## src/rtl/reg_file_sb.sv

```systemverilog
// rtl/reg_file_sb.sv - register file with pending-write scoreboard and post-reset clear sweep; optional REG_FILE_SB_BYPASS_EN forwarding
module reg_file_sb #(
  parameter int WIDTH    = 32,
  parameter int DEPTH    = 32,
  parameter int ZERO_REG = 1,
  localparam int AW      = $clog2(DEPTH)
) (
  input  logic             clk,
  input  logic             rst_n,
  input  logic             we,
  input  logic [AW-1:0]    wa,
  input  logic [WIDTH-1:0] wd,
  input  logic [AW-1:0]    ra1,
  input  logic [AW-1:0]    ra2,
  output logic [WIDTH-1:0] rd1,
  output logic [WIDTH-1:0] rd2,
  input  logic             iss_valid,
  input  logic [AW-1:0]    iss_addr,
  output logic             busy1,
  output logic             busy2,
  output logic             ready
);

  typedef enum logic {S_INIT, S_RUN} state_t;

  localparam logic [AW-1:0] LAST = AW'(DEPTH - 1);

  state_t            state, state_nxt;
  logic [AW-1:0]     ptr, ptr_nxt;
  logic [WIDTH-1:0]  mem [DEPTH];
  logic [DEPTH-1:0]  busy;
  logic              run, wr_ok, iss_ok;

  assign run    = (state == S_RUN);
  assign wr_ok  = run && we && !(ZERO_REG != 0 && wa == '0);
  assign iss_ok = run && iss_valid && !(ZERO_REG != 0 && iss_addr == '0);
  assign ready  = run;

  // State and sweep pointer register
  always_ff @(posedge clk) begin
    if (!rst_n) begin
      state <= S_INIT;
      ptr   <= '0;
    end else begin
      state <= state_nxt;
      ptr   <= ptr_nxt;
    end
  end

  // Sweep walks every entry once, then hands over to normal operation
  always_comb begin
    state_nxt = state;
    ptr_nxt   = ptr;
    if (state == S_INIT) begin
      ptr_nxt = ptr + AW'(1);
      if (ptr == LAST) state_nxt = S_RUN;
    end
  end

  // Storage has no reset; the sweep port owns the write mux until RUN
  always_ff @(posedge clk) begin
    if (rst_n) begin
      if (state == S_INIT) mem[ptr] <= '0;
      else if (wr_ok)      mem[wa]  <= wd;
    end
  end

  // Scoreboard: writeback retires, issue sets; issue is last so it wins on a collision
  always_ff @(posedge clk) begin
    if (!rst_n) begin
      busy <= '0;
    end else begin
      if (wr_ok)  busy[wa]       <= 1'b0;
      if (iss_ok) busy[iss_addr] <= 1'b1;
    end
  end

  // Combinational read ports, silenced during the sweep and for the hardwired zero
  always_comb begin
    rd1   = '0;
    rd2   = '0;
    busy1 = 1'b0;
    busy2 = 1'b0;
    if (run) begin
      if (!(ZERO_REG != 0 && ra1 == '0)) begin
        rd1   = mem[ra1];
        busy1 = busy[ra1];
`ifdef REG_FILE_SB_BYPASS_EN
        if (wr_ok && wa == ra1) begin
          rd1 = wd;
          if (!(iss_ok && iss_addr == wa)) busy1 = 1'b0;
        end
`endif
      end
      if (!(ZERO_REG != 0 && ra2 == '0)) begin
        rd2   = mem[ra2];
        busy2 = busy[ra2];
`ifdef REG_FILE_SB_BYPASS_EN
        if (wr_ok && wa == ra2) begin
          rd2 = wd;
          if (!(iss_ok && iss_addr == wa)) busy2 = 1'b0;
        end
`endif
      end
    end
  end

endmodule

```

## config.mk

```make
export PLATFORM = sky130hd
export DESIGN_NAME = reg_file_sb
export DESIGN_NICKNAME = d
export VERILOG_FILES = /design/src/rtl/reg_file_sb.sv
export SDC_FILE = /design/constraint.sdc
export NUM_CORES = 1
export LEC_CHECK = 0
export BUFFER_PORTS_ARGS = -buffer_cell sky130_fd_sc_hd__buf_2
export CORE_ASPECT_RATIO = 0.8
export CORE_MARGIN = 3
export CORE_UTILIZATION = 63
export DETAILED_ROUTE_END_ITERATION = 8
export PLACE_DENSITY_LB_ADDON = 0.05
export SLEW_MARGIN = 10
export SYNTH_ARGS = -nofsm -noshare
export SYNTH_HDL_FRONTEND = slang
export SYNTH_SLANG_ARGS = --single-unit
```

## constraint.sdc

```tcl
create_clock -name clk -period 4.8 [get_ports clk]
set_input_delay 1.2 -clock clk [delete_from_list [all_inputs] [get_ports clk]]
set_output_delay 1.2 -clock clk [all_outputs]
set_load 0.005 [all_outputs]
```

# Yosys cells after proc, flatten, opt, wreduce, memory -nomap -nowiden
# Memory sizes are Yosys's and may differ from the RTL's.
# Cells that the tools add are included.
# totals
ff_bits,38
output_inout_bits,67
input_bits,56
word_cells,59
ram_bits,1024
n_memories,1
# mem_list
name,words,width,read_ports,rd_clocked_by_memory_dff,wr,line_no,source
mem,32,32,2,0,1,30,logic [WIDTH-1:0] mem [DEPTH];
# classes
muxes,31
magnitude_cmp,6
bitwise,3
addsub,1
reduce_logical,13
n_eq_ne,1
# op_table
operator,n
$mux W32,8
$and A32 B32 Y32,1
$not A32 Y32,1
$or A32 B32 Y32,1
$reduce_or A32 Y1,1
$lt A5 B6 Y1 const B,4
$logic_not A5 Y1,4
$mux W1,18
$bmux W1 S5,2
$demux W1 S5,2
$ge A5 B1 Y1 const B,2
$logic_and A1 B1 Y1,6
$add A5 B1 Y5 const B,1
$eq A5 B5 Y1 const B,1
$mux W5,1
$logic_not A1 Y1,2

# Longest topological paths before layout
# Gate-level depths: netlist of the first run.
# depth
depth_word,10
ltp_mapped,8
depth_no_buf,5

# Worst setup path after synthesis of the first run
# Ideal clock, no wire load.
# synth_timing
path_kind,input to register
startpoint,input port wa[4]
endpoint,memory mem[5][0] (enable)
arrival_time_ns,3.672
required_ns,4.379
n_path_buf,2
path_slack_ns,0.707
setup_ns,0.421
path_stages,7
path_cell_list,buf_2 > nor3_1 > a21oi_2 > buf_6 > o32ai_1 > nand2_1 > nor2_1
# synth_via
elab_chain_cells,9
word_cells_on_any_way,10
classes_between,mux (6); reduce/logical (4)
# synth_lines
element,line_no,source
start: declaration,11,"input logic [AW-1:0] wa,"
$logic_not A5 Y1,35,assign wr_ok = run && we && !(ZERO_REG != 0 && wa == '0);
$logic_not A1 Y1,35,
$logic_and A1 B1 Y1,35,
$mux W1,64,else if (wr_ok) mem[wa] <= wd;
$mux W1,63,if (state == S_INIT) mem[ptr] <= '0;
$mux W1,62,if (rst_n) begin
$mux W1 (implied by the code),64,
$reduce_or A32 Y1 (no line),-,
$mux W5 (no line) or $mux W1 (tied branches),-,
end: declaration,30,
# Several ways; a longest one is shown, not always the timed one.

# Worst setup path after layout of the first run
# layout_timing
startpoint,input port ra2[2]
endpoint,output port rd2[31]
# layout_via
elab_chain_cells,3
word_cells_on_any_way,4
classes_between,mux (2); reduce/logical (1); memory (1)
# layout_lines
element,line_no,source
start: declaration,14,"input logic [AW-1:0] ra2,"
$mem_v2 Z32 W32 or $logic_not A5 Y1 (tied branches),-,
$mux W32 *,95,if (!(ZERO_REG != 0 && ra2 == '0)) begin
$mux W32 *,84,if (run) begin
end: declaration,16,"output logic [WIDTH-1:0] rd2,"
# Mark *: on every way between the ends. The rest lies on a longest branch, timed or not.

==> results of run 1 <==
-- registers in the layout, indices dropped and copies added (netlist names) --
name and count:
ready 1, busy 32, mem 1024, ptr 5
-- cell families after synthesis --
kind of cell	count (synthesis)
DFF	1062
muxes	762
AOI/OAI and AO/OA	569
and+or+nand+nor	347
buffers and inverters	236
xor gates and xnor gates	2
adders and majority gates	2
-- cell usage in the layout, fill, tap and decap left out, types with 38 or more instances in the layout --
cell and count:
nand2_1 116, buf_4 132, clkbuf_16 103, buf_2 118, a22oi_1 192, dfxtp_1 38, mux2i_1 497, buf_12 66
o22ai_1 199, mux4_2 264, nand4_1 65, o21ai_0 84, edfxtp_1 1024
-- metrics by stage --
step                      worst slack [ns]  area [sq um]  util, %
after floorplan                      0.707         49200        -
after global placement               0.370         52700     69.0
after detailed placement             0.354         52700     69.0
after CTS                            0.348         55900     73.2
after global routing                 0.172         55900     73.2
final                                0.237         55900     73.2
-- path summary, 6_finish.rpt --
check / cells past startpoint / end
hold reg to reg: 1 / busy[0]
setup / recovery: 7 / rd2[31]
setup reg to reg: 7 / mem[15][23]
hold / removal: 1 / busy[0]
-- area by class of cell --
cell class | count | share of cell area, %
tap | 1012 | 2.27
inverter | 6 | 0.0403
sequential | 1062 | 56.4
multi-input combinational | 1682 | 30.3
timing repair buffer | 320 | 5.30
clock buffer | 126 | 4.77
clock inverter | 58 | 0.954
-- power groups by stage --
stage	registers, mW	logic, mW	clock network [mW]
2_1_floorplan	10.3	0.685	0
3_3_place_gp	10.3	1.04	0
3_5_place_dp	10.3	1.05	0
4_1_cts	10.1	1.06	7.89
5_1_grt	10.1	1.11	8.27
6_report	10.1	1.09	7.85
-- layer usage --
metal	share of wire, %	routed length (microns)
met5	0.0052	8
met4	3.9	5960
met3	15	23400
met2	44	68500
met1	37	56600
-- worst max-delay path, delay by kind of cell --
family / cells / cell delay (ns)
buffers and inverters: 3 / 0.93
AO/OA/AOI/OAI: 2 / 0.46
AND/OR/NAND/NOR: 2 / 0.76
==> results by stage, run 1 <==
Worst setup path:
- The reg-to-reg setup timing slack is roughly 1.2 ns.
- The largest fanout on the critical path is 16.
- The delay contributed by the slowest stage of the critical path is roughly 0.52 ns.
- The element type at the critical path start is an input port.
- At the worst endpoint, the arrival time is 3.36 ns.
- The critical path is of the in2out type.
- The startpoint identified for the worst register-to-register timing path is ready.
- The most prevalent standard cell on the critical path is buf_2.
- The signal on the critical path passes through buf_2 > nand2b_2 > buf_4 > o22ai_1 > a22oi_1 > nand4_1 > buf_2.
- The worst setup path is captured at an output pin.
- The launching instance or port of the critical path is ra2[2].
- The data required time of the critical path is ~3.6 ns.
- The slowest stage of the critical path belongs to the cell nand2b_2.

Global routing:
- In the global route stage, met1 resource usage came out at a little over half.
- In this run the most used layer during global routing was met2.
- Summed over all layers, the global routing overflow is 0.
- Global routing used about 55% of the available met2 tracks.
- For this run, global-route usage on met3 was measured as a little under an eighth.
- The first global-routing pass estimated 222000 microns of wire.
- Entering global routing, the biggest net connects 64 pins.
- The initial antenna violation count was 2.
- The via count of the first global-routing pass is between 30000 and 40000.
- Across every metal layer, demand over resource in global routing totals a little under two fifths.

CTS:
- The number of hold buffers added after CTS was 0.
- The tree is rooted in a clkbuf_16.
- The number of CTS-inserted buffers is a little over 100.
- The H-tree was split into 3 levels.
- The post-CTS setup buffer count is 0.
- TritonCTS built the clock tree.
- For the worst-skew pair, the clock arrives at the later sink with an insertion delay of approximately 0.67 ns.
- The buffer levels on the longest clock path is 3.
- The number of clock sinks is roughly 1100.
- Clock-pin slew was measured on the worst setup and hold paths at about 0.060 ns.
- Gates resized during post-CTS repair numbered 0.

Drt:
- The count of routing violations after the opening detailed-route iteration is 4688.
- The detail route stage leaves a number of antenna-violating nets equal to 0.
- The vias after detailed routing is about 32000.
- The ratio of routed vias to standard cells is 7.56.
- For this run, design rule violations remaining after detail routing come to 0.
- In the final routed layout, each cell accounts on average for roughly 36 microns.
- The first detailed-routing pass took 6 iterations.
- The total detailed-routing wirelength is 154000 microns.

STA:
- Based on the critical path, the design can be clocked at up to roughly 0.22 GHz.
- The worst slew margin relative to its limit is ~30%.
- Setup repair after global routing left no endpoint under its margin.
- Setup violations remaining at the end of the flow were counted as 0.
- At the pin with the least slew margin, the transition time is 1.05 ns.
- Final hold analysis gives a worst-case slack of 0.464 ns.
- Summed over all failing endpoints, the final setup total negative slack is 0 ns.
- The count of endpoints failing hold in the final timing report was 0.
- The clock period minus worst slack is around 4.6 ns.
- The clock arrives with approximately 0.013 ns of skew.
- The total count of max-transition violations in the final report was 0.
- The part of the cycle the worst path needs is a little over nine tenths.

Power and ir drop:
- Summed over all nets, the switching power comes to just over 4 mW.
- The part of the power in combinational logic is between 5 and 6%.
- The power per standard cell area is approximately 340 nW/um^2.
- The share of total power in sequential cells is 53.0%.
- Of the total power, the clock network draws 41.3%.
- Power comes to roughly 19 mW.
- The fraction of power spent switching nets is a little over a fifth.
- The internal power consumption is around 15 mW.
- The analysis attributes to cell leakage a power of slightly below 20 nW.
- Across the VDD grid, the largest voltage drop is around 0.00032 V.

Yosys:
- The cell area that synthesis handed to floorplanning was slightly below 50000 sq um.
- After synthesis, the largest area contributor takes up 62.5% of total cell area.
- The number of nets in the synthesized netlist is just over 3000.
- The number of warning messages in the yosys log is 0.
- The combinational family with the most area after synthesis is multiplexers.
- Ranked by total cell area, the synthesized netlist is headed by edfxtp_1 (63%), mux4_2 (12%), mux2i_1 (10%).
- The largest total area in the synthesized netlist belongs to edfxtp_1.
- The portion of synthesized area spent on multiplexers is between 20% and 30%.
- The most used flip-flop cell after synthesis is edfxtp_1.
- The synthesized design contains approximately 1100 register bits.
- Counting flops with an async set or reset pin after synthesis yields a share of 0%.
- The part of the Yosys area used for sequential elements is ~64%.
- After Yosys synthesis, full adders, half adders and majority gates account for less than 1% of the synthesized area.
- The post-synthesis simple-gate area fraction is between 3 and 4%.
- The gate count of the mapped netlist is roughly 3000.
- After Yosys synthesis, XOR and XNOR cells account for less than 1% of the synthesized area.
- The cell with the most instances after synthesis is edfxtp_1.
- By count the netlist is led by edfxtp_1 (1024), mux2i_1 (497), mux4_2 (264).
- The number of enable flip-flop cells after synthesis is ~1000.
- The synthesized netlist devotes 7.80% of its cell area to compound gates.
- The post-synthesis cell type count is 48.
- Dividing the synthesized area by the synthesized cell count gives ~17 sq um.

Die:
- For this configuration, the core starts out at a cell density of between 60% and 70%.
- The die outline area is a little over 80000 sq um.
- The vertical die dimension is 256 microns.
- about 120 I/O pins were placed.
- The floorplan row count is 90.
- The die is about 320 microns wide.
- The core outline area is around 76000 sq um.

Status:
- The run finished with clean final reports.

Placed design:
- The last weighted congestion value of the routability-driven placer is just under 0.9.
- Port buffering added roughly 120 buffers.
- The number of instances in the placed design is just over 4000.
- Detailed placement ended at an HPWL of around 93000 microns.

Finish:
- Counting the fill cells in the layout gives roughly 4600.
- The antenna diode count is 0.
- Compared with the post-synthesis result, the final layout area differs by 13.6%.
- Across the whole layout, storage elements account for approximately 32000 sq um.
- The count of non-filler cells in the finished layout is approximately 4300.
- The multi-input combinational cells in the finished layout cover a total of approximately 17000 sq um.
- The number of nets at the end of the flow is ~3200.
- Cells with a size suffix above 1 make up around a quarter of the layout.

Worst hold path:
- The worst hold path begins at busy[0].
- The type of the tightest min-delay check is reg2reg.

Job:
- The number of max-cap violations is 0.
No activity file was read; power rests on OpenSTA's default activity.
==> run 2: changes to the inputs <==
RECOVER_POWER = 50   (was default)
==> results by stage, run 2 (synthesis results as in run 1) <==
STA:
- The setup slack after layout is 0.224 ns.
- Adding up every negative setup slack in the final design gives 0 ns.
- The worst slew margin relative to its limit is less than 1%.
- The part of the cycle the worst path needs is 95.3%.
- The total count of max-transition violations in the final report was 0.
- Setup violations remaining at the end of the flow were counted as 0.
- Setup repair after global routing left no endpoint under its margin.
- Clock skew on the completed layout was measured at roughly 0.015 ns.
- Hold timing on the final database bottoms out at a slack of 0.464 ns.
- At the pin with the least slew margin, the transition time is approximately 1.5 ns.
- The count of endpoints failing hold in the final timing report was 0.
- Derived from the worst setup path, the maximum achievable clock frequency is between 0.2 and 0.25 GHz.
- The clock period minus worst slack is ~4.6 ns.

Worst setup path:
- The cell type group with the largest total delay on the critical path is buffers and inverters.
- Of all nets on the critical path, the largest fanout is 16.
- The sort of element at the end of the critical path is an output pin.
- The data required time of the critical path is around 3.6 ns.
- The most prevalent standard cell on the critical path is buf_2.
- The element type at the critical path start is an input port.
- The endpoint identified for the worst register-to-register timing path is mem[1][14].
- The signal on the critical path passes through buf_2 > nand2b_2 > buf_4 > o22ai_1 > a22oi_1 > nand4_1 > buf_2.
- The critical path contains buffers and inverters numbering 3 combined.
- For this design, the slowest cell found on the critical path is nand2b_2.
- In this design, the stage delay of the slowest critical-path cell is between 0.5 and 0.6 ns.
- In this run the critical register-to-register path is launched from ready.
- The data arrival time of the critical path is between 3 and 4 ns.
- The worst setup path is of the in2out kind.
- The number of cells on the worst reg-to-reg path is 7.
- The reg-to-reg setup timing slack is between 0.3 and 0.4 ns.

Die:
- The count of pins on the block boundary is 123.
- Measured along the y axis, the die boundary spans 256 microns.
- The floorplan row count is 90.
- The die is about 320 microns wide.
- The floorplan step defined a die boundary enclosing roughly 81000 sq um.
- After floorplanning, the core was sized to cover roughly 76000 sq um.
- For this configuration, the core starts out at a cell density of roughly 64%.

Power and ir drop:
- Of the total power, registers draw between 50% and 60%.
- The static leakage is a little under 20 nW.
- The internal portion of the total power is roughly 15 mW.
- The power share of the clock group is between 40% and 50%.
- Net switching is between 20% and 30% of the power.
- The part of the power in combinational logic is under 10%.
- The switching component of the power is ~4.1 mW.
- The power per standard cell area is ~340 nW/um^2.
- The peak supply drop is around 0.00032 V.

Drt:
- Using the TritonRoute via totals, the vias-per-cell ratio works out to ~7.6.
- For this run, design rule violations remaining after detail routing come to 0.
- The detail route stage leaves a number of antenna-violating nets equal to 0.
- For this run, the detailed router's first-pass iteration total came to 8.
- The count of routing violations after the opening detailed-route iteration is 4756.
- The vias after detailed routing is between 30000 and 40000.
- The routed length per placed instance is ~36 microns.
- The total detailed-routing wirelength is approximately 150000 microns.

Finish:
- In the layout the commonest cells are edfxtp_1 (1024), mux2i_1 (497), mux4_2 (264).
- The register with the most flip-flops in the layout has roughly 1000 of them.
- The total area of sequential cells is approximately 32000 sq um.
- The repair_antennas step left the layout with diodes totalling 0.
- Of the cells placed in the final design, the portion with a size suffix greater than 1 is between 20% and 30%.
- After routing the design area is between 50000 and 60000 sq um.
- The register with the most flip-flops in the final layout is mem.
- The area growth from synthesis to layout is 12.9%.
- The fraction of the core area covered by cells at the end of the flow is 72.7%.
- Leaving out fill and tap cells, the most frequent cell in the layout is edfxtp_1.
- After filler insertion, the fill cell instance count of the layout stands at 4679.
- At the end of the flow, the number of nets in the layout was 3231.
- The area of the multi-input gates is approximately 17000 sq um.
- The largest registers in the layout are mem x1024, busy x32, ptr x5.

Placed design:
- The count of input and output buffers is 122.
- Detailed placement finished with a half-perimeter wire length of 92900 microns.
- After detailed placement, the total cell area comes to ~53000 sq um.
- The last weighted congestion value of the routability-driven placer is around 0.89.
- Prior to clock tree synthesis, the placed netlist has a worst setup slack of 0.354 ns.

CTS:
- The cts-stage hold buffer count is 0.
- Clock tree synthesis inserted a total of 101 buffers.
- Clock-pin slew was measured on the worst setup and hold paths at 0.06 ns.
- TritonCTS built the clock tree.
- Counting along the longest clock path gives a buffer depth of 3.
- The post-CTS setup buffer count is 0.
- The number of clock sinks is ~1100.
- For the worst-skew pair, the clock arrives at the later sink with an insertion delay of around 0.67 ns.
- Post-CTS repair changed the size of 0 cells.
- The root buffer cell chosen for the clock tree is clkbuf_16.
- The number of H-tree levels is 3.

Worst hold path:
- Along the worst hold path, the cell count comes to 1.
- The worst hold path begins at busy[0].
- The worst hold path endpoint is busy[0].
- The worst hold path belongs to the class reg2reg.

Status:
- The checks that failed: max-capacitance violations.
- The flow ran to the end, but the final reports show violations.

Global routing:
- For this run the aggregate overflow at the end of global routing stands at 0.
- The initial antenna violation count is 2.
- The largest net degree at the start of global routing is 64.
- Global routing used between 30% and 40% of the available tracks.
- The via count of the first global-routing pass is roughly 32000.
- The first global-routing pass estimated roughly 220000 microns of wire.

Job:
- The tool flagged a number of max-cap violations equal to 1.
-- run 2: how the worst max path moves through the flow --
stage	end	cells after the start	startpoint	slack, ns
6_report	rd2[31]	7	ra2[2]	0.22
5_1_grt	rd2[28]	8	ra2[0]	0.17
4_1_cts	rd2[7]	7	ra2[0]	0.35
3_5_place_dp	rd2[7]	7	ra2[0]	0.35
3_3_place_gp	rd2[31]	7	ra2[2]	0.37
2_1_floorplan	mem[5][0]	7	wa[4]	0.71
-- run 2: area by class of cell --
| type | instances | area share (%) |
|---|---|---|
| inverter | 6 | 0.0406 |
| clock buffer | 126 | 4.80 |
| timing repair buffer | 320 | 4.91 |
| sequential | 1062 | 56.7 |
| clock inverter | 58 | 0.960 |
| tap | 1012 | 2.28 |
| multi-input combinational | 1682 | 30.3 |
-- run 2: power by group through the flow --
stage                     registers [mW]  logic (mW)  clock network [mW]
after floorplan                     10.3       0.685                   0
after global placement              10.3        1.04                   0
after detailed placement            10.3        1.05                   0
after CTS                           10.1        1.06                7.89
after global routing                10.1        1.10                8.27
final                               10.1        1.07                7.86
-- run 2: per-stage QoR --
step,std cells,power (mW)
final,4266,19.0
after global routing,4266,19.5
after CTS,4266,19.0
after detailed placement,4082,11.3
after global placement,4082,11.3
after floorplan,2980,11.0
-- run 2: per-layer routing --
layer	vias to the layer above	track usage (%)	part of all wire, %
li1	12800	-	-
met1	16400	53.7	37
met2	2571	55.1	44
met3	439	11.8	15
met4	2	13.3	4.2
met5	-	0	0.0084
